File: config.mk
export PLATFORM = sky130hd
export DESIGN_NAME = mc_controller
export DESIGN_NICKNAME = d
export VERILOG_FILES = /design/src/rtl/mc_controller.sv
export SDC_FILE = /design/constraint.sdc
export NUM_CORES = 1
export LEC_CHECK = 0
export CAP_MARGIN = 20
export CORE_MARGIN = 2
export CORE_UTILIZATION = 41
export CTS_BUF_LIST = sky130_fd_sc_hd__clkbuf_4 sky130_fd_sc_hd__clkbuf_8
export CTS_CLUSTER_DIAMETER = 150
export DETAILED_ROUTE_END_ITERATION = 6
export PLACE_DENSITY = 0.86
export SKIP_LAST_GASP = 1
export SYNTH_ARGS = -nofsm -noshare
export SYNTH_HDL_FRONTEND = slang
export SYNTH_SLANG_ARGS = --single-unit
File: constraint.sdc
create_clock -name clk -period 2.2 [get_ports clk]
set_input_delay 0.44 -clock clk [delete_from_list [all_inputs] [get_ports clk]]
set_output_delay 0.44 -clock clk [all_outputs]
set_load 0.01 [all_outputs]
File: src/rtl/mc_controller.sv
// Multicycle MIPS control unit: Moore sequencer plus the ALU decoder for R-type funct codes.
// Branch resolution for beq/ble uses the ALU zero/sign flags sampled in the compare state.
module mc_controller #(
  parameter logic [5:0] OP_BLE = 6'b000110
) (
  input  logic       clk,
  input  logic       reset,
  input  logic [5:0] op,
  input  logic [5:0] funct,
  input  logic       zero,
  input  logic       sign,
  output logic       pcen,
  output logic       memwrite,
  output logic       irwrite,
  output logic       regwrite,
  output logic       iord,
  output logic       memtoreg,
  output logic       regdst,
  output logic [1:0] alusrca,
  output logic [1:0] alusrcb,
  output logic [1:0] pcsrc,
  output logic [2:0] alucontrol,
  output logic [3:0] state
);

  typedef enum logic [3:0] {
    FETCH   = 4'd0,
    DECODE  = 4'd1,
    MEMADR  = 4'd2,
    MEMRD   = 4'd3,
    MEMWB   = 4'd4,
    MEMWR   = 4'd5,
    RTYPEEX = 4'd6,
    RTYPEWB = 4'd7,
    BEQEX   = 4'd8,
    ADDIEX  = 4'd9,
    ADDIWB  = 4'd10,
    JEX     = 4'd11,
    BLEEX   = 4'd12
  } state_t;

  localparam logic [5:0] OP_RTYPE = 6'b000000;
  localparam logic [5:0] OP_LW    = 6'b100011;
  localparam logic [5:0] OP_SW    = 6'b101011;
  localparam logic [5:0] OP_BEQ   = 6'b000100;
  localparam logic [5:0] OP_ADDI  = 6'b001000;
  localparam logic [5:0] OP_J     = 6'b000010;

  localparam logic [2:0] ALU_ADD = 3'b010;
  localparam logic [2:0] ALU_SUB = 3'b110;

  // Kept as a plain vector so unused encodings 13-15 are representable and recover to FETCH.
  logic [3:0] state_r;
  logic [3:0] state_next;
  logic       pcwrite;

  function automatic logic [2:0] funct_ctl(input logic [5:0] f);
    case (f)
      6'b100000: funct_ctl = 3'b010;
      6'b100010: funct_ctl = 3'b110;
      6'b100100: funct_ctl = 3'b000;
      6'b100101: funct_ctl = 3'b001;
      6'b101010: funct_ctl = 3'b111;
      6'b000000: funct_ctl = 3'b011;
      default:   funct_ctl = 3'b010;
    endcase
  endfunction

  always_ff @(posedge clk) begin
    if (!reset) state_r <= FETCH;
    else        state_r <= state_next;
  end

  assign state = state_r;

  always_comb begin
    state_next = FETCH;
    case (state_r)
      FETCH:  state_next = DECODE;
      DECODE: begin
        if (op == OP_LW || op == OP_SW) state_next = MEMADR;
        else if (op == OP_RTYPE)        state_next = RTYPEEX;
        else if (op == OP_BEQ)          state_next = BEQEX;
        else if (op == OP_ADDI)         state_next = ADDIEX;
        else if (op == OP_J)            state_next = JEX;
        else if (op == OP_BLE)          state_next = BLEEX;
        else                            state_next = FETCH;
      end
      MEMADR:  state_next = (op == OP_LW) ? MEMRD : MEMWR;
      MEMRD:   state_next = MEMWB;
      RTYPEEX: state_next = RTYPEWB;
      ADDIEX:  state_next = ADDIWB;
      default: state_next = FETCH;
    endcase
  end

  always_comb begin
    pcwrite    = 1'b0;
    pcen       = 1'b0;
    memwrite   = 1'b0;
    irwrite    = 1'b0;
    regwrite   = 1'b0;
    iord       = 1'b0;
    memtoreg   = 1'b0;
    regdst     = 1'b0;
    alusrca    = 2'b00;
    alusrcb    = 2'b00;
    pcsrc      = 2'b00;
    alucontrol = 3'b000;
    case (state_r)
      FETCH: begin
        irwrite    = 1'b1;
        alusrcb    = 2'b01;
        alucontrol = ALU_ADD;
        pcwrite    = 1'b1;
      end
      DECODE: begin
        alusrcb    = 2'b11;
        alucontrol = ALU_ADD;
      end
      MEMADR, ADDIEX: begin
        alusrca    = 2'b01;
        alusrcb    = 2'b10;
        alucontrol = ALU_ADD;
      end
      MEMRD: iord = 1'b1;
      MEMWB: begin
        regwrite = 1'b1;
        memtoreg = 1'b1;
      end
      MEMWR: begin
        iord     = 1'b1;
        memwrite = 1'b1;
      end
      RTYPEEX: begin
        // sll takes its A operand from the shamt field rather than rs
        alusrca    = (funct == 6'b000000) ? 2'b10 : 2'b01;
        alucontrol = funct_ctl(funct);
      end
      RTYPEWB: begin
        regwrite = 1'b1;
        regdst   = 1'b1;
      end
      ADDIWB: regwrite = 1'b1;
      BEQEX, BLEEX: begin
        alusrca    = 2'b01;
        alucontrol = ALU_SUB;
        pcsrc      = 2'b01;
      end
      JEX: begin
        pcsrc   = 2'b10;
        pcwrite = 1'b1;
      end
      default: ;
    endcase

    pcen = pcwrite
         | ((state_r == BEQEX) & zero)
         | ((state_r == BLEEX) & (zero | sign));

    // Reset presents FETCH steering with every write enable held off.
    if (!reset) begin
      pcen       = 1'b0;
      memwrite   = 1'b0;
      irwrite    = 1'b0;
      regwrite   = 1'b0;
      iord       = 1'b0;
      memtoreg   = 1'b0;
      regdst     = 1'b0;
      alusrca    = 2'b00;
      alusrcb    = 2'b01;
      pcsrc      = 2'b00;
      alucontrol = ALU_ADD;
    end
  end

endmodule

==> flow_summary.json, run 1 <==
{
  "area_growth_pct": 80.1,
  "period_minus_slack_ps": 2180,
  "seq_power_share_pct": 25.9,
  "grt_max_degree": 19,
  "hold-path-cell-count": 3,
  "min_to": "state[2]$_SDFF_PN0_",
  "intPower_mw": 0.203,
  "clk_latency_ps": 240,
  "worstPathMaxFanout": 3,
  "grt_pass1_wl_um": 3570,
  "place_inst": 152,
  "maxSlewHeadroom_pct": 78.6,
  "clk_path_buf_depth": 2,
  "via_count": 910,
  "vias_per_cell": 5.83,
  "io_buffers": 35,
  "fmax_ghz": 0.459,
  "cts_tree": "done",
  "p_clk_share_pct": 31.3,
  "final_cell_mix": "15 x nor2_1, 15 x dlygate4sd2_1, 14 x clkdlybuf4s50_1, 14 x buf_4, 9 x nand2_1",
  "drtPass1Iterations": 5,
  "finalSetupViolations": 0,
  "global_route.usage.total_pct": 25.3,
  "diodes": 0,
  "final_area_um2": 1090,
  "fp-row-count": 13,
  "layout-drive-gt1-share_pct": 21.3,
  "hold_class": "reg2reg",
  "netlist_area_um2": 604,
  "ctsHoldBuffers": 0,
  "endpoint_kind": "primary output",
  "syn_nets": 110,
  "syn_avg_cell_area_um2": 6.43,
  "slew_violations": 0,
  "switchingPower_mw": 0.0963,
  "timing.rr.start": "state[3]$_SDFF_PN0_",
  "ys_seq_area_share_pct": 13.3,
  "tightest_slew_ps": 319,
  "io_pins": 36,
  "swShare_pct": 32.2,
  "fin_nets": 159,
  "ys_types": 36,
  "finalCritPeriodShare_pct": 99.1,
  "antenna_found_initial": 0,
  "cp.arrival_ps": 1740,
  "die_h_um": 42.4,
  "antenna_left": 0,
  "netlist.area_leader.share_pct": 13.3,
  "synthTopCellsByArea": "dfxtp_1 13%, nor2_1 9.9%, a21oi_1 5.8%",
  "placedInstanceArea_um2": 1050,
  "power_frac_comb_pct": 42.8,
  "fp.dieW_um": 42.4,
  "ys_async_sr_fraction_pct": 0,
  "initial_core_util_pct": 45.3,
  "drc": 0,
  "required_ps": 1760,
  "clock_skew_ps": 3.85,
  "powerDensity_nw_per_um2": 275,
  "cts_num_sinks": 4,
  "hpwlAfterDp_um": 1650,
  "regToRegSetupSlack_ps": 570,
  "largest_reg_flops": 4,
  "wl_per_cell_um": 14.3,
  "synth_flop_cell": "dfxtp_1",
  "dieArea_um2": 1800,
  "r2r-end": "state[0]$_SDFF_PN0_",
  "rsz0062_at_grt": "yes",
  "gp_congestion": 0.888,
  "grt_overflow": 0,
  "yosysWarnings": 0,
  "instances_no_fill": 156,
  "synth_edf_count": 0,
  "drt-total-wl_um": 2220,
  "clkTransAtPathRegs_ps": 40,
  "maxCapViolCount": 0,
  "hold_violations": 0,
  "drt_iter0_markers": 30,
  "p_total_mw": 0.299,
  "cts_root_buf": "clkbuf_4",
  "yosys.area.top_type": "dfxtp_1",
  "worstHoldStart": "state[1]$_SDFF_PN0_",
  "vdd_drop_max_mv": 0.203,
  "cts_max_level": 1,
  "ys_seq_elements": 4,
  "numCtsBuffers": 3,
  "r2r_cells": 6,
  "outcome": "completed",
  "crit_path_start_kind": "primary input",
  "postSynthCellCount": 94,
  "worstSetupPathType": "in2out",
  "grt_pass1_vias": 811,
  "coreArea_um2": 1330,
  "p_leak_nw": 0.473
}
-- per-stage QoR --
stage | hold WS (ps) | worst slack [ps] | util (%) | TNS, ps
2_1_floorplan | 614 | 445 | - | 0
3_3_place_gp | 594 | -294 | 78.4 | -2010
3_5_place_dp | 612 | -309 | 78.4 | -2320
4_1_cts | 621 | -35.7 | 80.7 | -77.3
5_1_grt | 665 | -50.9 | 81.6 | -50.9
6_report | 632 | 20.1 | 81.6 | 0
-- cell usage after synthesis, types with 2 or more instances --
cell      count
o21ai_0       2
nand2_1       9
and3_1        2
clkbuf_1      3
o21ai_1       2
buf_2         2
nor2_1       16
a22oi_1       2
nand2b_1      3
or3_1         3
nand4b_1      2
xnor2_1       3
nor3_1        7
a21oi_1       7
nor2b_1       4
dfxtp_1       4
nand3_1       4
-- cell families (layout without fill, tap and decap cells) --
group                     after synthesis  after routing  synth area share [%]
AOI/OAI and AO/OA                      23             23                  24.8
xor gates and xnor gates                4              4                  5.80
buffers and inverters                   6             53                  5.38
DFF                                     4              4                  13.3
and+or+nand+nor                        57             57                  50.7
-- power groups by stage --
stage	logic, mW	clock network, mW	registers [mW]
global placement	0.123	0	0.0780
detailed placement	0.127	0	0.0783
floorplan	0.0505	0	0.0805
finish	0.128	0.0935	0.0773
CTS	0.126	0.0928	0.0772
global route	0.138	0.0966	0.0773
-- metal layers --
metal	track usage, %	vias to the layer above	wire length, µm
met5	0	-	0
li1	-	435	-
met1	28.5	419	872
met3	4.31	8	130
met2	47.7	48	1180
met4	7.50	0	42
-- what timing repair did --
action,CTS,global route
resized for setup,25,9
setup endpoints to repair,15,6
pin swaps,1,0
buffers inserted,1,0
-- worst max-delay path: stages --
cell and delay (ps):
clkdlybuf4s50_1 470, o41ai_2 290, a221o_1 180, o211ai_1 70
dlygate4sd2_1 290
-- final cells by class --
| type | instances | area, µm² |
|---|---|---|
| fillers | 100 | 245 |
| repair buffers | 50 | 447 |
| clock buffers | 3 | 22.5 |
| multi-input cells | 84 | 520 |
| flip-flops and latches | 4 | 80.1 |
| well taps | 15 | 18.8 |
-- how the worst max path moves through the flow --
stage                        start       endpoint  slack (ps)  depth (start not counted)
2_1_floorplan  state[2]$_SDFF_PN0_  alucontrol[2]         440                          5
3_5_place_dp              funct[5]  alucontrol[1]        -310                          6
5_1_grt                   funct[4]  alucontrol[1]         -50                          5
4_1_cts                   funct[2]  alucontrol[1]         -40                          6
3_3_place_gp              funct[5]  alucontrol[1]        -290                          6
6_report                  funct[4]  alucontrol[1]          20                          5
(Power assumes the default switching activity.)
==> inputs of run 2 (changes only) <==
Settings changed: TNS_END_PERCENT set to 5.
==> run 2 against run 1 <==
Effect of this change:
- the flow now finishes with violations (setup timing)
- global-route usage is 0.88 points lower
- maximum frequency is 6.9% lower
- highest routed layer unchanged
- sequential share of layout area hardly changed
- non-clock buffer count is 1 lower
- largest cell class unchanged
- clock-buffer cell count stayed put
- sequential power hardly changed
==> flow_summary.json, run 2 (same netlist as run 1, synthesis figures left out) <==
{
  "clk_latency_ps": 250,
  "cts_root_buf": "clkbuf_4",
  "antenna_found_initial": 0,
  "hold_violations": 0,
  "intPower_mw": 0.206,
  "finalSetupViolations": 14,
  "ctsHoldBuffers": 0,
  "coreArea_um2": 1330,
  "finalCritPeriodShare_pct": 106,
  "die_h_um": 42.4,
  "hpwlAfterDp_um": 1650,
  "crit_path_start_kind": "primary input",
  "cts_max_level": 1,
  "slew_violations": 0,
  "rsz0062_at_grt": "yes",
  "post_cts_buffers": 0,
  "tightest_slew_ps": 311,
  "clk_path_buf_depth": 2,
  "worstSetupPathType": "in2out",
  "powerDensity_nw_per_um2": 279,
  "cts_num_sinks": 4,
  "antenna_left": 0,
  "cpMostUsedCell": "clkdlybuf4s50_1",
  "outcome": "complete, but fails checks",
  "vdd_drop_max_mv": 0.220,
  "final_cell_mix": "27 x clkdlybuf4s50_1, 14 x nor2_1, 13 x buf_4, 9 x nand2_1, 7 x a21oi_1",
  "cts_tree": "done",
  "grt_pass1_wl_um": 3440,
  "worstPathMaxFanout": 11,
  "diodes": 0,
  "instances_no_fill": 155,
  "clkTransAtPathRegs_ps": 50,
  "vias_per_cell": 5.72,
  "fp-row-count": 13,
  "endpoint_kind": "primary output",
  "area_growth_pct": 80.7,
  "initial_core_util_pct": 45.3,
  "drt-total-wl_um": 2160,
  "crit_chain": "clkdlybuf4s50_1 > buf_6 > and3_1 > buf_4 > clkdlybuf4s50_1",
  "seqCellArea_um2": 80.1,
  "grt_overflow": 0,
  "numCtsBuffers": 3,
  "setup_slack_ps": -142,
  "power_frac_comb_pct": 42.8,
  "failed_checks": "setup timing",
  "wl_per_cell_um": 13.9,
  "maxCapViolCount": 0,
  "fin_nets": 158,
  "final_common_cell": "clkdlybuf4s50_1",
  "grt_pass1_vias": 798,
  "drtPass1Iterations": 4,
  "p_leak_nw": 0.439,
  "largest_reg_flops": 4,
  "seq_power_share_pct": 25.4,
  "gp_congestion": 0.888,
  "critPathMaxStageDelay_ps": 520,
  "place_inst": 152,
  "period_minus_slack_ps": 2340,
  "swShare_pct": 32.3,
  "io_buffers": 35,
  "grt_max_degree": 19,
  "switchingPower_mw": 0.0981,
  "multi_input_area_um2": 514,
  "dieArea_um2": 1800,
  "global_route.usage.total_pct": 24.4,
  "p_clk_share_pct": 31.8,
  "clock_skew_ps": 12.1,
  "fmax_ghz": 0.427,
  "maxSlewHeadroom_pct": 79.1,
  "io_pins": 36,
  "fill_cells": 107,
  "drc": 0,
  "fin_util_pct": 81.9,
  "cp.arrival_ps": 1900,
  "fp.dieW_um": 42.4,
  "drt_iter0_markers": 23,
  "regToRegSetupSlack_ps": 570,
  "slowest_stage": "clkdlybuf4s50_1",
  "hold_class": "reg2reg",
  "via_count": 886,
  "required_ps": 1760,
  "layout-drive-gt1-share_pct": 17.9
}
-- run 2: cell count changes in the layout (fill, tap and decap cells not counted), sizes merged --
cell,previous run,this run
buf,15,14
clkbuf,5,3
clkdlybuf4s15,1,0
clkdlybuf4s50,14,27
dlygate4sd2,15,6
dlymetal6s2s,3,2
-- run 2: worst paths after layout --
| path | start | to | cells past startpoint |
|---|---|---|---|
| worst max-delay path | reset | pcsrc[0] | 5 |
| worst min-delay path | state[1]$_SDFF_PN0_ | state[2]$_SDFF_PN0_ | 3 |
| worst max register to register | state[3]$_SDFF_PN0_ | state[0]$_SDFF_PN0_ | 6 |
| worst min register to register | state[1]$_SDFF_PN0_ | state[2]$_SDFF_PN0_ | 3 |
-- run 2: critical path, delay by kind of cell --
family	cells	cell delay (ps)
buffers and inverters	4	1280
AND/OR/NAND/NOR	1	180
-- run 2: timing repair --
action,in CTS,in global routing
setup endpoints to repair,15,16
hold endpoints to repair,0,0
pin swaps,0,2
resized for setup,8,6
-- run 2: power groups by stage --
stage / logic (mW) / clock network (mW) / registers (mW)
2_1_floorplan: 0.0505 / 0 / 0.0805
3_3_place_gp: 0.123 / 0 / 0.0780
3_5_place_dp: 0.127 / 0 / 0.0783
4_1_cts: 0.127 / 0.0928 / 0.0772
5_1_grt: 0.141 / 0.100 / 0.0773
6_report: 0.130 / 0.0969 / 0.0772
-- run 2: per-stage QoR --
stage / setup TNS [ps] / hold slack (ps) / area [µm²] / setup slack, ps / total power [mW]
5_1_grt: -2190 / 673 / 1090 / -229 / 0.318
6_report: -1170 / 638 / 1090 / -142 / 0.304
4_1_cts: -1340 / 621 / 1070 / -240 / 0.297
2_1_floorplan: 0 / 614 / 604 / 445 / 0.131
3_5_place_dp: -2320 / 612 / 1050 / -309 / 0.205
3_3_place_gp: -2010 / 594 / 1050 / -294 / 0.201
-- run 2: metal layers --
metal	share of wire (%)	GRT usage [%]
met2	54	43.4
met3	5.0	4.31
met5	0	0
met4	1.8	12.5
met1	40	27.5
-- run 2: final cells by class --
class,count,share of cell area [%]
repair buffers,49,41.8
well taps,15,1.72
clock buffers,3,2.06
flip-flops and latches,4,7.33
multi-input cells,84,47.1
==> inputs of run 3 (changes only) <==
--- a/config.mk
+++ b/config.mk
@@ -6,11 +6,12 @@
 export NUM_CORES = 1
 export LEC_CHECK = 0
+export ABC_AREA = 1
 export CAP_MARGIN = 20
 export CORE_MARGIN = 2
-export CORE_UTILIZATION = 41
+export CORE_UTILIZATION = 40
 export CTS_BUF_LIST = sky130_fd_sc_hd__clkbuf_4 sky130_fd_sc_hd__clkbuf_8
 export CTS_CLUSTER_DIAMETER = 150
 export DETAILED_ROUTE_END_ITERATION = 6
-export PLACE_DENSITY = 0.86
+export PLACE_DENSITY = 0.85
 export SKIP_LAST_GASP = 1
 export SYNTH_ARGS = -nofsm -noshare
==> constraint.sdc (replaced) <==
create_clock -name clk -period 2.2 [get_ports clk]
set_input_delay 0.55 -clock clk [delete_from_list [all_inputs] [get_ports clk]]
set_output_delay 0.55 -clock clk [all_outputs]
set_load 0.01 [all_outputs]
==> run 3 against run 2 <==
Effect of this change:
- the flow still finishes with violations (setup timing)
- final cell count rose by 14%
- non-clock buffer count fell by 8
- routed wire length fell by 9.7%
- power fell by 9.2%
- setup slack got worse by 10 ps
- sequential share of layout area rose by 0.45 points
- register-to-register slack improved by 440 ps
- maximum frequency fell by 0.43%
- global-route usage fell by 1.6 points
- clock-buffer cell count did not move
- largest power group unchanged
==> flow_summary.json, run 3 <==
{
  "period_minus_slack_ps": 2350,
  "fp-row-count": 13,
  "placedInstanceArea_um2": 995,
  "fin_util_pct": 77.2,
  "io_buffers": 35,
  "clk_path_buf_depth": 2,
  "cts_num_sinks": 4,
  "hold_violations": 0,
  "setup_slack_ps": -152,
  "ys_types": 19,
  "fill_cells": 111,
  "finalCritPeriodShare_pct": 107,
  "worstPathMaxFanout": 3,
  "wl_per_cell_um": 11.0,
  "coreArea_um2": 1330,
  "ys_async_sr_fraction_pct": 0,
  "antenna_left": 0,
  "antenna_found_initial": 0,
  "grt_max_degree": 9,
  "synth_most_common_cell": "nand2_1",
  "fmax_ghz": 0.425,
  "syn_nets": 135,
  "grt_pass1_wl_um": 3250,
  "endpoint_kind": "primary output",
  "maxSlewHeadroom_pct": 83.2,
  "maxCapViolCount": 0,
  "numCtsBuffers": 3,
  "cts_tree": "done",
  "layout-drive-gt1-share_pct": 22.2,
  "yosysWarnings": 0,
  "crit_path_start_kind": "primary input",
  "largest_reg_flops": 4,
  "clkTransAtPathRegs_ps": 40,
  "cts_max_level": 1,
  "powerDensity_nw_per_um2": 268,
  "postSynthCellCount": 119,
  "crit_family": "buffers and inverters",
  "dp_slack_ps": -507,
  "ys_seq_elements": 4,
  "global_route.usage.total_pct": 22.8,
  "fin_nets": 180,
  "vdd_drop_max_mv": 0.381,
  "required_ps": 1650,
  "initial_core_util_pct": 43.9,
  "holdWs_ps": 693,
  "outcome": "complete, but fails checks",
  "io_pins": 36,
  "p_leak_nw": 0.554,
  "final_area_um2": 1030,
  "final_cell_mix": "26 x nand2_1, 21 x nor2_1, 20 x clkdlybuf4s50_1, 17 x inv_1, 11 x nand3_1",
  "clock_skew_ps": 5.94,
  "seqCellArea_um2": 80.1,
  "synth_edf_count": 0,
  "netlist.area_leader.share_pct": 17.3,
  "synth_flop_cell": "dfxtp_1",
  "yosys.area.top_type": "nand2_1",
  "dieArea_um2": 1790,
  "critPathMaxStageDelay_ps": 440,
  "slowest_stage": "clkdlybuf4s50_1",
  "gp_congestion": 0.906,
  "netlist_area_um2": 586,
  "synthTopCellsByArea": "nand2_1 17%, nor2_1 15%, dfxtp_1 14%",
  "drt-total-wl_um": 1950,
  "hold_class": "reg2reg",
  "fp.dieW_um": 42.3,
  "grt_pass1_vias": 772,
  "multi_input_area_um2": 432,
  "clk_latency_ps": 230,
  "diodes": 0,
  "syn_avg_cell_area_um2": 4.92,
  "cpMostUsedCell": "nand2_1",
  "vias_per_cell": 5.12,
  "drc": 0,
  "failed_checks": "setup timing",
  "ys_seq_area_share_pct": 13.7,
  "area_growth_pct": 75.9,
  "via_count": 906,
  "tightest_slew_ps": 250,
  "hpwlAfterDp_um": 1510,
  "ctsHoldBuffers": 0,
  "instances_no_fill": 177,
  "slew_violations": 0,
  "final_common_cell": "nand2_1",
  "cp.arrival_ps": 1800,
  "grt_overflow": 0,
  "rsz0062_at_grt": "yes",
  "netlist_top_cells_count": "27 x nand2_1, 24 x nor2_1, 18 x inv_1, 12 x nand3_1, 7 x inv_2",
  "drt_iter0_markers": 31,
  "crit_chain": "clkdlybuf4s50_1 > inv_1 > nand2_1 > nor3_1 > nand2_1 > nand2_1 > a21oi_2 > dlygate4sd2_1",
  "finalSetupViolations": 13,
  "worstSetupPathType": "in2out",
  "cp_num_buf_inv": 3,
  "die_h_um": 42.3,
  "place_inst": 174,
  "drtPass1Iterations": 4,
  "cts_root_buf": "clkbuf_4"
}
[run 3: cells by family after synthesis]
group,after synthesis,share of synthesized area [%]
AOI/OAI and AO/OA,15,15.0
buffers and inverters,27,17.5
DFF,4,13.7
and+or+nand+nor,73,53.8
[run 3: per-stage QoR]
step	TNS, ps	power, mW
finish	-1180	0.276
global route	-2320	0.297
CTS	-1570	0.278
detailed placement	-5180	0.188
global placement	-4890	0.186
floorplan	0	0.125
[run 3: worst min-delay path: cells and delay by family, from the launching register on]
kind | cells | cell delay, ps
flops | 1 | 340
simple gates | 2 | 150
buf+inv | 1 | 70
compound gates | 1 | 70
[run 3: repair_timing]
| item | in CTS | in global routing |
|---|---|---|
| pin swaps | 2 | 3 |
| gates resized for setup | 26 | 6 |
| endpoints found under the setup margin | 16 | 15 |
| gates cloned | 0 | 0 |
| setup buffers | 0 | 0 |
[run 3: routing by layer]
layer	GRT usage, %	part of all wire [%]	routed length [µm]	up-vias
met3	3.02	7.7	150	2
li1	-	-	-	461
met5	0	0	0	-
met4	6.88	0.87	17	0
met1	28.6	42	819	396
met2	40.0	49	960	47
[run 3: final timing paths]
kind	start	slack, ps	end	cells past startpoint
max	funct[4]	-150	alusrca[0]	8
max reg2reg	state[0]$_SDFF_PN0_	1010	state[2]$_SDFF_PN0_	7
min reg2reg	state[0]$_SDFF_PN0_	690	state[3]$_SDFF_PN0_	4
min	state[0]$_SDFF_PN0_	690	state[3]$_SDFF_PN0_	4
[run 3: report_power, final]
part | internal, mW | leakage (nW) | switching [mW]
registers | 0.0755 | 0.0326 | 0.00382
clock network | 0.0607 | 0.0138 | 0.0264
logic | 0.0548 | 0.507 | 0.0551
[run 3: area by class of cell]
type / instances / area share [%]
clock buffers: 3 / 2.19
repair buffers: 41 / 36.8
well taps: 15 / 1.82
flip-flops and latches: 4 / 7.78
inverters: 26 / 9.48
multi-input cells: 88 / 41.9
